$ cat src/rtl/txrx_sched_pkg.sv
// txrx_sched_pkg: shared types and defaults for the half-duplex TX/RX scheduler.
package txrx_sched_pkg;

  localparam int STATE_W = 3;

  typedef enum logic [STATE_W-1:0] {
    IDLE     = 3'd0,
    TX_GUARD = 3'd1,
    TX_RUN   = 3'd2,
    TX_DRAIN = 3'd3,
    RX_GUARD = 3'd4,
    RX_RUN   = 3'd5
  } state_t;

  localparam int DEF_GUARD_CYCLES = 16;
  localparam int DEF_DRAIN_CYCLES = 32;
  localparam int DEF_RX_TIMEOUT   = 4096;

  // Largest of three interval lengths; sizes the shared counter.
  function automatic int max3(input int a, input int b, input int c);
    int m;
    m = (a > b) ? a : b;
    return (m > c) ? m : c;
  endfunction

endpackage

$ cat src/rtl/txrx_sched_cnt.sv
// txrx_sched_cnt: saturating interval counter shared by every scheduler state.
// Clear has priority over enable; the count sticks at all-ones instead of wrapping.
module txrx_sched_cnt
  import txrx_sched_pkg::*;
#(
  parameter int CNT_W = 13
) (
  input  logic             inClock,
  input  logic             inReset,
  input  logic             inClear,
  input  logic             inEnable,
  input  logic [CNT_W-1:0] inTerminal,
  output logic [CNT_W-1:0] outCount,
  output logic             outAtTerminal
);

  // Count up with clear and saturation.
  always_ff @(posedge inClock) begin
    // NOTE: registers are updated with <= so every flop samples pre-edge values.
    if (!inReset) begin
      outCount <= '0;
    end else if (inClear) begin
      outCount <= '0;
    end else if (inEnable && (outCount != '1)) begin
      outCount <= outCount + CNT_W'(1);
    end
  end

  assign outAtTerminal = (outCount == inTerminal);

endmodule

$ cat src/rtl/txrx_sched.sv
// txrx_sched: half-duplex TX/RX scheduler for the MSK transceiver datapath.
// Sequences guard/drain intervals, paces inFIFO pops against the coder and
// gates CDR bits into outFIFO with a sticky overflow flag.
// Optional: define TXRX_TX_PREEMPT_EN to let pending TX data preempt RX_RUN.
module txrx_sched
  import txrx_sched_pkg::*;
#(
  parameter int GUARD_CYCLES = DEF_GUARD_CYCLES,
  parameter int DRAIN_CYCLES = DEF_DRAIN_CYCLES,
  parameter int RX_TIMEOUT   = DEF_RX_TIMEOUT,
  parameter int CNT_W        = $clog2(max3(GUARD_CYCLES, DRAIN_CYCLES, RX_TIMEOUT) + 1)
) (
  input  logic               inClock,
  input  logic               inReset,
  input  logic               inTxFifoEmpty,
  input  logic               inCoderReady,
  input  logic               inRxRequest,
  input  logic               inCdrFlag,
  input  logic               inRxFifoFull,
  input  logic               inClearOverflow,
  output logic               outTxReadEnable,
  output logic               outCoderEmpty,
  output logic               outRxEnable,
  output logic               outRxWriteEnable,
  output logic               outTxDone,
  output logic               outRxOverflow,
  output logic [STATE_W-1:0] outState
);

  localparam logic [STATE_W-1:0] S_IDLE     = IDLE;
  localparam logic [STATE_W-1:0] S_TX_GUARD = TX_GUARD;
  localparam logic [STATE_W-1:0] S_TX_RUN   = TX_RUN;
  localparam logic [STATE_W-1:0] S_TX_DRAIN = TX_DRAIN;
  localparam logic [STATE_W-1:0] S_RX_GUARD = RX_GUARD;
  localparam logic [STATE_W-1:0] S_RX_RUN   = RX_RUN;

  localparam logic [CNT_W-1:0] GUARD_LAST = CNT_W'(GUARD_CYCLES - 1);
  localparam logic [CNT_W-1:0] DRAIN_LAST = CNT_W'(DRAIN_CYCLES - 1);
  localparam logic [CNT_W-1:0] RX_LAST    = CNT_W'(RX_TIMEOUT - 1);

  logic [STATE_W-1:0] state;
  logic [STATE_W-1:0] nextState;
  logic [CNT_W-1:0]   cntTerminal;
  logic [CNT_W-1:0]   cntValue;
  logic               cntAtTerminal;
  logic               cntClear;
  logic               txRun;
  logic               rxRun;

  assign txRun = (state == S_TX_RUN);
  assign rxRun = (state == S_RX_RUN);

  // Pick the terminal count that applies to the current state.
  always_comb begin
    // NOTE: default first so no path through the block leaves a value held (no latch).
    cntTerminal = '1;
    case (state)
      S_TX_GUARD, S_RX_GUARD: cntTerminal = GUARD_LAST;
      S_TX_DRAIN:             cntTerminal = DRAIN_LAST;
      S_RX_RUN:               cntTerminal = RX_LAST;
      default:                cntTerminal = '1;
    endcase
  end

  // Counter restarts on every state entry and on each received CDR bit.
  assign cntClear = (nextState != state) || (rxRun && inCdrFlag);

  txrx_sched_cnt #(
    .CNT_W(CNT_W)
  ) u_cnt (
    .inClock      (inClock),
    .inReset      (inReset),
    .inClear      (cntClear),
    .inEnable     (1'b1),
    .inTerminal   (cntTerminal),
    .outCount     (cntValue),
    .outAtTerminal(cntAtTerminal)
  );

  // Next-state decode; TX wins over RX when both are pending in IDLE.
  always_comb begin
    nextState = state;
    case (state)
      S_IDLE: begin
        if (!inTxFifoEmpty)   nextState = S_TX_GUARD;
        else if (inRxRequest) nextState = S_RX_GUARD;
      end
      S_TX_GUARD: if (cntAtTerminal) nextState = S_TX_RUN;
      S_TX_RUN:   if (inCoderReady && inTxFifoEmpty) nextState = S_TX_DRAIN;
      S_TX_DRAIN: if (cntAtTerminal) nextState = S_IDLE;
      S_RX_GUARD: if (cntAtTerminal) nextState = S_RX_RUN;
      S_RX_RUN: begin
`ifdef TXRX_TX_PREEMPT_EN
        if (!inTxFifoEmpty)                     nextState = S_TX_GUARD;
        else if (!inRxRequest || cntAtTerminal) nextState = S_IDLE;
`else
        if (!inRxRequest || cntAtTerminal) nextState = S_IDLE;
`endif
      end
      default: nextState = S_IDLE;
    endcase
  end

  // State register plus registered status outputs.
  always_ff @(posedge inClock) begin
    if (!inReset) begin
      state         <= S_IDLE;
      outTxDone     <= 1'b0;
      outRxEnable   <= 1'b0;
      outRxOverflow <= 1'b0;
    end else begin
      state       <= nextState;
      outTxDone   <= (state == S_TX_DRAIN) && (nextState == S_IDLE);
      outRxEnable <= (nextState == S_RX_RUN);
      // Set wins over clear so a loss in the clearing cycle is not hidden.
      if (rxRun && inCdrFlag && inRxFifoFull) outRxOverflow <= 1'b1;
      else if (inClearOverflow)               outRxOverflow <= 1'b0;
    end
  end

  assign outCoderEmpty    = txRun ? inTxFifoEmpty : 1'b1;
  assign outTxReadEnable  = txRun && inCoderReady && !inTxFifoEmpty;
  assign outRxWriteEnable = rxRun && inCdrFlag && !inRxFifoFull;
  assign outState         = state;

endmodule

$ cat config.mk
export PLATFORM = sky130hd
export DESIGN_NAME = txrx_sched
export DESIGN_NICKNAME = d
export VERILOG_FILES = /design/src/rtl/txrx_sched_pkg.sv /design/src/rtl/txrx_sched_cnt.sv /design/src/rtl/txrx_sched.sv
export SDC_FILE = /design/constraint.sdc
export NUM_CORES = 1
export LEC_CHECK = 0
export BUFFER_PORTS_ARGS = -buffer_cell sky130_fd_sc_hd__buf_2
export CORE_UTILIZATION = 60
export CTS_CLUSTER_DIAMETER = 150
export DETAILED_ROUTE_END_ITERATION = 8
export PLACE_DENSITY = 0.9
export SLEW_MARGIN = 10
export SYNTH_ARGS = -nofsm -noshare
export SYNTH_HDL_FRONTEND = slang
export SYNTH_SLANG_ARGS = --single-unit
$ cat constraint.sdc
create_clock -name inClock -period 4.1 [get_ports inClock]
set_clock_uncertainty 0.1 [all_clocks]
set_input_delay 0.205 -clock inClock [delete_from_list [all_inputs] [get_ports inClock]]
set_output_delay 0.205 -clock inClock [all_outputs]
set_load 0.005 [all_outputs]
# Word-level counts from Yosys, hierarchy flattened
# Cells that the tools add are included.
# word_totals
ram_bits,0
word_cells,45
latch_bits,0
regBits,19
n_memories,0
input_bits,8
romBits,0
# op_classes
add_sub_neg,1
shift,0
n_eq_ne,9
div_mod_pow,0
reduce_logical,17
mux,12
magnitude_cmp,0
mul,0
n_bitwise,1
# ops
cell,count
13-bit case mux with 3 select lines,1
3-bit 2-to-1 mux,7
3-bit case mux with 6 select lines,1
13-bit by 1-bit adder with 13-bit output (second input constant),1
13-bit == test,1
13-bit != test (second input constant),1
3-bit == test (second input constant),3
1-bit logical AND,7
3-bit by 2-bit == test with 1-bit output (second input constant),2
3-bit logical NOT,2
2-bit OR reduction,2
3-bit by 1-bit == test with 1-bit output (second input constant),1
1-bit logical NOT,3
1-bit 2-to-1 mux,3
3-bit != test,1
1-bit logical OR,2
2-bit nonzero test,1
1-bit inverter,1

# Longest topological paths before layout
# depth
depth_word,10
mapped_depth,8
depth_no_buf,7

# Cells and area by module
# Synthesis repeated with hierarchy kept, for this count alone.
# hier_totals
cells_unflattened,143
hier_area_um2,1317.5
# by_module_without_submodules
mod,area_each_um2,cells_each,instances
txrx_sched_cnt,917.1,95,1
txrx_sched,400.4,48,1

# Worst setup path after synthesis
# OpenSTA, ideal clock, no wires.
# synth_timing
path_type,register to register
start,"reg state[2], in the netlist outState[2]"
end,reg u_cnt.outCount[2]
setup_slack_ns,2.195
t_arrival_ns,1.688
t_required_ns,3.883
path_buffers,2
path_stages_with_launch,9
path_cell_list,dfxtp_1 > buf_6 > and2_4 > or3_4 > a21oi_2 > o21ai_1 > a22oi_2 > buf_6 > nor2_2
# synth_via
elab_chain_len,10
elab_cells_between_ends,22
classes_between,7 x eq/ne; 9 x mux; 6 x reduce/logical
# synth_rtl
element,line_no,text
"start, declared",txrx_sched.sv:41,logic [STATE_W-1:0] state;
"start signal, assigned",txrx_sched.sv:112,state <= nextState;
3-bit == test or 3-bit by 1-bit == test with 1-bit output (tied branches),"txrx_sched.sv:57, txrx_sched.sv:83",
2-bit OR reduction,txrx_sched.sv:57,case (state)
13-bit case mux with 3 select lines,txrx_sched.sv:57,
13-bit == test,txrx_sched_cnt.sv:29,assign outAtTerminal = (outCount == inTerminal);
1-bit logical OR,txrx_sched.sv:97,if (!inRxRequest || cntAtTerminal) nextState = S_IDLE;
3-bit 2-to-1 mux,txrx_sched.sv:97,
3-bit case mux with 6 select lines,txrx_sched.sv:83,case (state)
3-bit != test,txrx_sched.sv:66,assign cntClear = (nextState != state) || (rxRun && inCdrFlag);
1-bit logical OR *,txrx_sched.sv:66,
2-bit OR reduction (no source line) *,-,
"end signal, assigned",txrx_sched_cnt.sv:25,outCount <= outCount + CNT_W'(1);
"end, declared",txrx_sched_cnt.sv:13,"output logic [CNT_W-1:0] outCount,"
# Every way passes the cells marked *; elsewhere a longest branch is shown, timed or not.
# A chain may end at the register's enable or synchronous reset.

# Final worst setup path
# layout_timing
start,"reg state[1], in the netlist outState[1]"
end,reg u_cnt.outCount[8]
# Same word-level chain as after synthesis.

==> metrics.yaml <==
final_layout:
  fin_area_um2: 1287
  layout-drive-gt1-share: 0.2727
  syn2layout_area_growth_pct: 7.861
  fin_nets: 164
  antennaDiodeCount: 0
flow_run:
  maxCapViolations: 0
sta:
  finalMaxSlewViolations: 0
  fin_crit_sh: 0.6095
  hold_viol: 0
  slew_headroom: 0.4554
  rsz0062_at_grt: "no"
  tightest_slew_ns: 0.8169
  fin_tns_setup_ns: 0
  setup_viol: 0
  fmax_mhz: 400.2
  fin_crit_ns: 2.499
critical_path:
  rr_endpoint: "u_cnt.outCount[8]"
  endpoint_kind: "flip-flop"
  r2r_cells: 6
  worstPathArrival_ns: 2.55
  cp.required_ns: 4.15
  reg2reg_slack_ns: 1.60
  criticalPathCategory: "reg -> reg"
  r2r-start: "outState[1]"
  start_kind: "flip-flop"
  cp_max_fo: 13
clock_network:
  cts_tree: "yes"
  cts_setup_buffers: 0
  clockBufferDepth: 2
  clock_latency_ns: 0.30
  cts_resized: 0
  clk_pin_slew_ns: 0.11
  cts_root_buf: "clkbuf_4"
  numCtsBuffers: 3
  holdBufCountCts: 0
  clock_sinks: 19
  htreeDepth: 1
die:
  initial_core_util: 0.6625
  die_h_um: 46.60
  die_x_um: 46.60
  dieArea_um2: 2172
  ios: 17
  core-area_um2: 1802
  row_count: 15
power:
  p_clk_frac: 0.288
  fin_total_pwr_uw: 334.1
  p_sw_frac: 0.2675
  p_per_area_nw_per_um2: 259.5
  leakage_uw: 0.0004684
  p_int_uw: 244.7
  p_switching_uw: 89.39
  power_frac_seq: 0.582
  comb_power_share: 0.129
  ir_drop_v: 0.0001872
global_routing:
  grt_usage: 0.2571
  grt_pass1_vias: 952
  antenna_found_initial: 0
  grt_overflow_total: 0
  grt_pass1_wl_um: 3905
  grt_max_degree: 14
route:
  drt_iter0_drc: 28
  drt_pass1_iterations: 4
  viasPerCell: 5.844
  wl_per_cell_um: 12.71
  drc: 0
  finalWirelength_um: 2275
  vias: 1046
  ant_nets: 0
logic_synthesis:
  ys.flop_type: "dfxtp_1"
  synthesis.area_um2: 1194
  avgSynthCellArea_um2: 8.526
  ys_seq_elements: 19
  netlist_instances: 140
  synth_edf_count: 0
  synth.distinct_cells: 45
  async_flop_share: 0
  ys_seq_area_frac: 0.3187
  syn_nets: 149
  yosysWarnings: 0
placement:
  place.gp.congestion: 0.8584
  placed_area_um2: 1261
  hpwlAfterDp_um: 1710
  io_buffers: 16
hold_path:
  hold_class: "in -> reg"
  min_from: "inRxFifoFull"
  hold_depth: 3
  min_to: "outRxOverflow"
status:
  status: "complete, no violations"
-- routing by layer --
| metal | GRT usage | wire length [um] | part of all wire |
|---|---|---|---|
| met1 | 0.3040 | 1032 | 0.45 |
| met2 | 0.4389 | 1107 | 0.49 |
| met3 | 0.03529 | 80 | 0.035 |
| met4 | 0.1412 | 54 | 0.024 |
| met5 | 0 | 0 | 0 |
-- cells in the final DEF (no fill, tap or decap), types with 4 or more instances in the layout --
| cell type | n |
|---|---|
| nand3_1 | 6 |
| nor2_1 | 9 |
| nor2b_1 | 7 |
| nor3_1 | 6 |
| o21ai_0 | 6 |
| nand2_1 | 7 |
| and3_1 | 4 |
| a21oi_1 | 5 |
| dfxtp_1 | 19 |
| xnor2_1 | 4 |
| buf_2 | 16 |
| xor2_1 | 4 |
| a211oi_1 | 4 |
| nor2_2 | 10 |
-- flip-flops by register name, indices dropped and copies added, names as in the netlist --
signal / count
outTxDone: 1
u_cnt.outCount: 13
outRxEnable: 1
outState: 3
outRxOverflow: 1
-- critical path, cell delays in order, from the launching register on --
cell and delay (ns):
dfxtp_1 0.60, nand3b_1 0.25, o21ai_1 0.25, nor3_1 0.10, o221a_4 0.29, a22oi_2 0.66, a211oi_1 0.09
-- power by group through the flow --
stage          registers (uW)  clock network (uW)  logic [uW]
6_report                  195                96.3        43.3
5_1_grt                   195                 105        48.4
4_1_cts                   194                98.2        43.2
3_5_place_dp              199                   0        43.0
3_3_place_gp              198                   0        41.7
2_1_floorplan             195                   0        37.2
-- kinds of logic (layout without fill, tap and decap cells) --
| logic type | count (synthesis) | count (layout) | synth area share |
|---|---|---|---|
| buffers and inverters | 9 | 23 | 0.04612 |
| and+or+nand+nor | 68 | 68 | 0.3396 |
| muxes | 5 | 5 | 0.04402 |
| adders and majority gates | 1 | 1 | 0.01048 |
| xor gates and xnor gates | 8 | 8 | 0.05869 |
| DFF | 19 | 19 | 0.3187 |
| AOI/OAI and AO/OA | 30 | 30 | 0.1824 |
-- area by class of cell --
cell class	instances	area [um^2]
Inverter	3	11.26
Clock buffer	4	26.28
Tap cell	25	31.28
Sequential cell	19	380.4
Multi-Input combinational cell	112	758.2
Fill cell	149	514.2
Timing Repair Buffer	16	80.08
-- synthesized netlist by cell type, types with 3 or more instances --
master | count | share of area
mux2i_1 | 3 | 0.025
o21ai_0 | 6 | 0.025
nor3b_1 | 3 | 0.019
inv_1 | 3 | 0.0094
a21oi_1 | 5 | 0.021
xor2_1 | 4 | 0.029
nor2_1 | 9 | 0.028
a21oi_2 | 3 | 0.022
a211oi_1 | 4 | 0.025
nand2_1 | 7 | 0.022
xnor2_1 | 4 | 0.029
nand4_1 | 3 | 0.016
dfxtp_1 | 19 | 0.32
nand3_1 | 6 | 0.025
nor2_2 | 10 | 0.052
and3_1 | 4 | 0.021
nor2b_1 | 7 | 0.037
nor3_1 | 6 | 0.025
-- per-stage QoR --
step / utilization / worst slack, ns / cells / hold slack (ns)
floorplan: - / 2.195 / 140 / 0.2332
global placement: 0.7000 / 1.742 / 175 / 0.3722
detailed placement: 0.7000 / 1.614 / 175 / 0.3785
CTS: 0.7146 / 1.597 / 179 / 0.05872
global route: 0.7146 / 1.417 / 179 / 0.07456
finish: 0.7146 / 1.601 / 179 / 0.05807
-- worst max-delay path by stage --
| stage | to | slack [ns] | depth (start not counted) | from |
|---|---|---|---|---|
| 2_1_floorplan | u_cnt.outCount[2] | 2.20 | 8 | outState[2] |
| 3_3_place_gp | u_cnt.outCount[8] | 1.74 | 6 | outState[1] |
| 3_5_place_dp | u_cnt.outCount[4] | 1.61 | 6 | outState[2] |
| 4_1_cts | u_cnt.outCount[4] | 1.60 | 6 | outState[2] |
| 5_1_grt | u_cnt.outCount[8] | 1.42 | 6 | outState[1] |
| 6_report | u_cnt.outCount[8] | 1.60 | 6 | outState[1] |
(Power assumes the default switching activity.)
